## src/rtl/oh_ser2par_stream_if.sv

```systemverilog
// Stream-side bundle for oh_ser2par_stream: serial beat input, framing controls,
// parallel word output with valid/ready handshake, and status flags.
`timescale 1ns/1ps
interface oh_ser2par_stream_if #(
  parameter int unsigned PW = 64,
  parameter int unsigned SW = 1
);
  logic [SW-1:0] din;
  logic          valid_in;
  logic          lsbfirst;
  logic          sync;
  logic [PW-1:0] dout;
  logic          valid_out;
  logic          ready_in;
  logic          overflow;
  logic          busy;

  // Deserializer side
  modport slave (
    input  din, valid_in, lsbfirst, sync, ready_in,
    output dout, valid_out, overflow, busy
  );

  // Driver/consumer side
  modport master (
    output din, valid_in, lsbfirst, sync, ready_in,
    input  dout, valid_out, overflow, busy
  );
endinterface

```

## src/rtl/oh_ser2par_stream.sv

```systemverilog
// Serial-to-parallel deserializer: assembles PW/SW beats into a PW-bit word and hands it
// downstream through a registered output slot with valid/ready handshake.
`timescale 1ns/1ps
module oh_ser2par_stream #(
  parameter int unsigned PW = 64,
  parameter int unsigned SW = 1
) (
  input logic               clk,
  input logic               reset,
  oh_ser2par_stream_if.slave s
);
  localparam int unsigned N  = PW / SW;
  localparam int unsigned CW = (N > 1) ? $clog2(N) : 1;
  localparam logic [CW-1:0] LastBeat = CW'(N - 1);

  logic [PW-1:0] shreg_q, shreg_d;
  logic [PW-1:0] dout_q, dout_d;
  logic [CW-1:0] cnt_q, cnt_d;
  logic          valid_out_q, valid_out_d;
  logic          overflow_q, overflow_d;
  logic [PW-1:0] shift_base;
  logic [PW-1:0] beat_word;
  logic          word_done;
  logic          slot_free;

  // Shift one beat into the word; sync drops history so the beat lands as beat 0
  always_comb begin
    shift_base = s.sync ? '0 : shreg_q;
    if (s.lsbfirst) begin
      beat_word = {s.din, shift_base[PW-1:SW]};
    end else begin
      beat_word = {shift_base[PW-SW-1:0], s.din};
    end
  end

  // Beat counting, word completion, output slot load/drain and overflow tracking
  always_comb begin
    shreg_d     = shreg_q;
    cnt_d       = cnt_q;
    dout_d      = dout_q;
    valid_out_d = valid_out_q;
    overflow_d  = overflow_q;
    word_done   = s.valid_in && !s.sync && (cnt_q == LastBeat);
    slot_free   = !valid_out_q || s.ready_in;

    if (s.sync) begin
      shreg_d    = s.valid_in ? beat_word : '0;
      cnt_d      = s.valid_in ? CW'(1) : '0;
      overflow_d = 1'b0;
    end else if (s.valid_in) begin
      shreg_d = beat_word;
      cnt_d   = word_done ? '0 : cnt_q + CW'(1);
    end

    // Load and drain in one cycle keeps valid_out high: no bubble
    if (word_done && slot_free) begin
      dout_d      = beat_word;
      valid_out_d = 1'b1;
    end else if (word_done) begin
      overflow_d = 1'b1;
    end else if (valid_out_q && s.ready_in) begin
      valid_out_d = 1'b0;
    end
  end

  // State registers with asynchronous reset
  always_ff @(posedge clk or posedge reset) begin
    if (reset) begin
      shreg_q     <= '0;
      cnt_q       <= '0;
      dout_q      <= '0;
      valid_out_q <= 1'b0;
      overflow_q  <= 1'b0;
    end else begin
      shreg_q     <= shreg_d;
      cnt_q       <= cnt_d;
      dout_q      <= dout_d;
      valid_out_q <= valid_out_d;
      overflow_q  <= overflow_d;
    end
  end

  assign s.dout      = dout_q;
  assign s.valid_out = valid_out_q;
  assign s.overflow  = overflow_q;
  assign s.busy      = (cnt_q != '0);
endmodule

```

## src/flat_wrapper.sv

```systemverilog
// flat-port wrapper written by rule: the top's interface ports become plain ports
module oh_ser2par_stream_flat 
#(
  parameter int unsigned PW = 64,
  parameter int unsigned SW = 1
)
  (clk, reset, s_din, s_valid_in, s_lsbfirst, s_sync, s_ready_in, s_dout, s_valid_out, s_overflow, s_busy);
  oh_ser2par_stream_if #(.PW(PW), .SW(SW)) s_i ();
  input logic clk;
  input logic reset;
  input wire logic [$bits(s_i.din)-1:0] s_din;
  input wire logic [$bits(s_i.valid_in)-1:0] s_valid_in;
  input wire logic [$bits(s_i.lsbfirst)-1:0] s_lsbfirst;
  input wire logic [$bits(s_i.sync)-1:0] s_sync;
  input wire logic [$bits(s_i.ready_in)-1:0] s_ready_in;
  output wire logic [$bits(s_i.dout)-1:0] s_dout;
  output wire logic [$bits(s_i.valid_out)-1:0] s_valid_out;
  output wire logic [$bits(s_i.overflow)-1:0] s_overflow;
  output wire logic [$bits(s_i.busy)-1:0] s_busy;
  assign s_i.din = s_din;
  assign s_i.valid_in = s_valid_in;
  assign s_i.lsbfirst = s_lsbfirst;
  assign s_i.sync = s_sync;
  assign s_i.ready_in = s_ready_in;
  assign s_dout = s_i.dout;
  assign s_valid_out = s_i.valid_out;
  assign s_overflow = s_i.overflow;
  assign s_busy = s_i.busy;
  oh_ser2par_stream #(.PW(PW), .SW(SW)) u_core (.clk(clk), .reset(reset), .s(s_i));
endmodule
```

## config.mk

```make
export PLATFORM = sky130hd
export DESIGN_NAME = oh_ser2par_stream_flat
export DESIGN_NICKNAME = d
export VERILOG_FILES = /design/src/rtl/oh_ser2par_stream_if.sv /design/src/rtl/oh_ser2par_stream.sv /design/src/flat_wrapper.sv
export SDC_FILE = /design/constraint.sdc
export NUM_CORES = 1
export LEC_CHECK = 0
export ABC_AREA = 0
export CAP_MARGIN = 20
export CORE_MARGIN = 1
export CORE_UTILIZATION = 30
export DETAILED_ROUTE_END_ITERATION = 12
export PLACE_DENSITY_LB_ADDON = 0.15
export SETUP_SLACK_MARGIN = 0.4
export SYNTH_ARGS = -nofsm -noshare
export SYNTH_HDL_FRONTEND = slang
export SYNTH_SLANG_ARGS = --single-unit
```

## constraint.sdc

```tcl
create_clock -name clk -period 6.44 [get_ports clk]
set_input_delay 1.288 -clock clk [delete_from_list [all_inputs] [get_ports clk]]
set_output_delay 1.288 -clock clk [all_outputs]
set_load 0.02 [all_outputs]
```

==> impl_metrics.toml, run 1 <==
[sta]
fin_crit_sh_pct = 49.6
finalMaxSlewViolations = 0
relSlewSlack_pct = 27.9
fin_skew_ns = 0.00877
worstMarginPinSlew_ns = 1.08
hold_viol_final = 0
period_needed_ns = 3.20
rsz0062_at_grt = "false"
fmax_mhz = 313
tns_ns = 0
final-setup-viol-count = 0

[die]
die_w_um = 152
ioPinCount = 74
die_area_um2 = 23000
fp.coreArea_um2 = 21900
num_rows = 54
initial_core_util_pct = 30.6
dieHeight_um = 152

[drt]
wirelength_um = 13100
antenna_left = 0
drc = 0
routed-wl-met3_um = 474
first_pass_iters = 6
top_layer = "met4"
drt-met1-wl_um = 6400
vias = 4104
drtIter0Drc = 190
viasPerCell = 4.66
dr_wl_met2_um = 6020
wire_per_inst_um = 14.9

[placement]
dpl.hpwl_um = 8000
dpl-instance-area_um2 = 7540
portBuffers = 73
dp.cells = 852
gp_congestion = 0.701

[synthesis]
yosysWarnings = 0
synth_top_cell_by_area = "dfrtp_1"
ys_seq_area_share_pct = 50.7
synth_cells = 539
ys_seq_elements = 136
synth.area.top_cells = "dfrtp_1, mux2_4, mux2i_1, a21o_1, nor3b_1"
synth_top_area_share_pct = 50.7
syn_area_per_cell_um2 = 12.4
async_reset_ff_share_pct = 100
syn_nets = 548
synthesis.area_um2 = 6710
synth_cell_types = 32
synth-edff-count = 0
ys.flop_type = "dfrtp_1"

[setup_path]
cp-startpoint = "u_core.cnt_q[2]"
max_stage_delay_ns = 0.58
startpoint_type = "register"
crit_fanout = 8
critical_path.endpoint_type = "output port"
slowest_stage = "clkdlybuf4s50_1"
crit_arrival_ns = 1.91
timing.rr.start = "u_core.cnt_q[0]"
criticalPathCategory = "reg -> out"
worst-endpoint-required_ns = 5.15
worstPathCellList = "nor4_1, nand2_1, clkdlybuf4s50_1"

[clock_network]
cts_sinks = 136
clkLatencyLatePin_ns = 0.42
path_clk_slew_ns = 0.05
post_cts_buffers = 0
cts_hold_buffers = 0
cts_buffer_depth = 2
cts_resized = 0
cts_buffers = 17
clock_tree.root_cell = "clkbuf_16"
tritoncts = "yes"
htreeDepth = 4

[global_routing]
grt_pass1_vias = 4261
antenna_found_initial = 0
grt_max_degree = 103
grt_use_total_pct = 12.5
grt_first_pass_wirelength_um = 22100
gr-total-overflow = 0

[min_path]
holdCritPathClass = "reg -> reg"
hold_start = "u_core.s.dout[17]"

[power_and_ir_drop]
p_leak_nw = 4.15
peakVddDrop_mv = 0.160
power.density_nw_per_um2 = 231
power_mw = 1.87

[layout]
fillers = 2138
seq_area_um2 = 3400
final_common_cell = "dfrtp_1"
multi_input_area_um2 = 3010
area_growth_pct = 20.7
most-common-layout-cells = "dfrtp_1, clkdlybuf4s50_1, nor2_1"
finalNonFillerCells = 880
design_area_um2 = 8100
drive_gt1_share_pct = 17.2
nets = 600
num_antenna_cells = 0

[outcome]
status = "finished, final reports clean"

[run]
drv_cap = 0
## stage by stage
| stage | hold WS, ns | utilization, % | setup slack, ns |
|---|---|---|---|
| after floorplan | 0.466 | - | 1.51 |
| after global placement | 0.492 | 34.5 | 3.17 |
| after detailed placement | 0.493 | 34.5 | 3.13 |
| after CTS | 0.517 | 37.0 | 3.18 |
| after global routing | 0.526 | 37.0 | 3.15 |
| final | 0.509 | 37.0 | 3.24 |
## final cells by class
cell class              count  area share [%]
multi-input cells         353            37.1
clock buffers              25            6.36
repair buffers             78            9.39
inverters                   5           0.294
clock inverters             3           0.494
flip-flops and latches    136            42.0
well taps                 280            4.33
## flip-flops by register name, indices dropped and copies added, names as in the netlist
signal              count
u_core.s.dout          64
u_core.shreg_q         64
u_core.cnt_q            6
u_core.s.overflow       1
u_core.s.valid_out      1
## cell usage after synthesis, types with 4 or more instances
cell and instances:
nand2_1 9, buf_12 6, inv_1 5, buf_1 8, clkbuf_1 19, mux2_2 6
nor3b_1 61, a21o_1 62, nand3_1 4, mux2i_1 63, dfrtp_1 136, mux2_4 60
buf_2 10, nor2_1 67
## worst paths after layout
check | depth (start not counted) | slack (ns) | end
setup / recovery | 3 | 3.24 | s_busy
hold / removal | 1 | 0.51 | u_core.s.dout[17]
setup reg to reg | 5 | 4.12 | u_core.s.dout[56]
hold reg to reg | 1 | 0.51 | u_core.s.dout[17]
max in group asynchronous | 3 | 3.86 | u_core.shreg_q[55]
min in group asynchronous | 2 | 1.40 | u_core.s.dout[17]
## power breakdown
group | switching (mW) | internal, mW | total, mW
clock network | 0.342 | 0.583 | 0.924
registers | 0.00427 | 0.859 | 0.863
logic | 0.0599 | 0.0210 | 0.0809
## metal layers
layer  global-route usage [%]  up-vias
met5                        0        -
met1                     16.5     2033
met4                     5.20        0
met3                     3.02       15
li1                         -     1992
met2                     19.5       64
## worst max-delay path: cells and delay by family (launching register included)
family                 cells  cell delay [ns]
buffers and inverters      1             0.58
flip-flops                 1             0.47
AND/OR/NAND/NOR            2             0.44
## cells by family after synthesis
family	share of synthesized area [%]
AND/OR/NAND/NOR	12.5
flip-flops	50.7
multiplexers	23.8
AO/OA/AOI/OAI	7.70
buffers and inverters	4.61
XOR/XNOR	0.261
adder cells (fa/ha/maj)	0.373
Note: power is estimated with default switching activity, not from simulation.
==> run 2, diff against run 1 <==
- clock period: 6.44 -> 3.3 ns (I/O delays scaled with it)
==> impl_metrics.toml, run 2 (synthesized netlist as in run 1, its figures left out) <==
[die]
fp.coreArea_um2 = 21900
die_area_um2 = 23000
dieHeight_um = 152
num_rows = 54
initial_core_util_pct = 30.6
die_w_um = 152
ioPinCount = 74

[global_routing]
gr-total-overflow = 0
grt_max_degree = 137
antenna_found_initial = 0
grt_first_pass_wirelength_um = 22100
grt_use_total_pct = 12.4
grt_pass1_vias = 4297

[placement]
dp.cells = 854
dpl.hpwl_um = 7940
gp_congestion = 0.681
portBuffers = 73

[sta]
relSlewSlack_pct = 49.3
period_needed_ns = 2.59
fin_crit_sh_pct = 78.4
timing.hold.ws_ns = 0.510
worstMarginPinSlew_ns = 0.761
rsz0062_at_grt = "false"
hold_viol_final = 0
finalMaxSlewViolations = 0
tns_ns = 0
fin_skew_ns = 0.00977
fmax_mhz = 386
final-setup-viol-count = 0

[drt]
vias = 4113
drtIter0Drc = 181
first_pass_iters = 4
wirelength_um = 13100
wire_per_inst_um = 14.8
viasPerCell = 4.64
drc = 0
antenna_left = 0

[clock_network]
htreeDepth = 4
cts_hold_buffers = 0
cts_sinks = 136
clkLatencyLatePin_ns = 0.42
cts_buffer_depth = 2
cts_buffers = 17
path_clk_slew_ns = 0.06
tritoncts = "yes"
clock_tree.root_cell = "clkbuf_16"
cts_resized = 0
post_cts_buffers = 0

[min_path]
holdCritPathClass = "reg -> reg"

[layout]
num_antenna_cells = 0
nets = 602
final_common_cell = "dfrtp_1"
finalNonFillerCells = 886
drive_gt1_share_pct = 17.7
most-common-layout-cells = "dfrtp_1, clkdlybuf4s50_1, nor2_1"
area_growth_pct = 22.5

[setup_path]
startpoint_type = "register"
critical_path.endpoint_type = "output port"
crit_fanout = 8
criticalPathCategory = "reg -> out"
worst-endpoint-required_ns = 2.64
crit_arrival_ns = 1.93

[power_and_ir_drop]
p_leak_nw = 4.20
power.density_nw_per_um2 = 470
peakVddDrop_mv = 0.340

[run]
drv_cap = 0

[outcome]
status = "finished, final reports clean"
run 2: per-stage QoR:
stage / area (um2) / worst slack, ns / power [mW] / utilization (%)
final: 8220 / 0.712 / 3.87 / 37.5
after global routing: 8220 / 0.593 / 4.03 / 37.5
after CTS: 8220 / 0.661 / 3.94 / 37.5
after detailed placement: 7590 / 0.785 / 1.88 / 34.7
after global placement: 7590 / 0.801 / 1.88 / 34.7
after floorplan: 6710 / 0.947 / 1.84 / -
run 2: path summary, 6_finish.rpt:
check	startpoint	to	slack [ns]	depth (start not counted)
worst max-delay path	u_core.cnt_q[2]	s_busy	0.71	3
worst min-delay path	u_core.s.dout[17]	u_core.s.dout[17]	0.51	1
worst max register to register	u_core.cnt_q[0]	u_core.s.dout[62]	1.14	5
worst min register to register	u_core.s.dout[17]	u_core.s.dout[17]	0.51	1
max in group asynchronous	reset	u_core.s.dout[27]	1.94	3
min in group asynchronous	reset	u_core.s.dout[54]	0.79	3
run 2: power by group:
group | switching (mW) | internal, mW | leakage, nW | total [mW]
logic | 0.119 | 0.0446 | 2.00 | 0.164
registers | 0.00853 | 1.68 | 1.90 | 1.68
clock network | 0.697 | 1.32 | 0.304 | 2.02
run 2: cell type report:
class | instances | area [um2]
Clock buffer | 24 | 482
Timing Repair Buffer | 80 | 813
Multi-Input combinational cell | 353 | 3010
Inverter | 5 | 22.5
Tap cell | 280 | 350
Fill cell | 2154 | 13700
Sequential cell | 136 | 3400
Clock inverter | 8 | 143
run 2: layer usage:
| layer | vias up | GRT usage, % | share of wire (%) |
|---|---|---|---|
| li1 | 1998 | - | - |
| met1 | 2034 | 16.2 | 49 |
| met2 | 67 | 19.4 | 46 |
| met5 | - | 0 | 0 |
| met3 | 14 | 3.71 | 3.8 |
| met4 | 0 | 4.60 | 1.3 |
run 2: critical path, cell delays in order, from the launching register on:
cell	delay, ns
dfrtp_1	0.47
nor4_1	0.35
nand2_1	0.15
clkdlybuf4s50_1	0.55
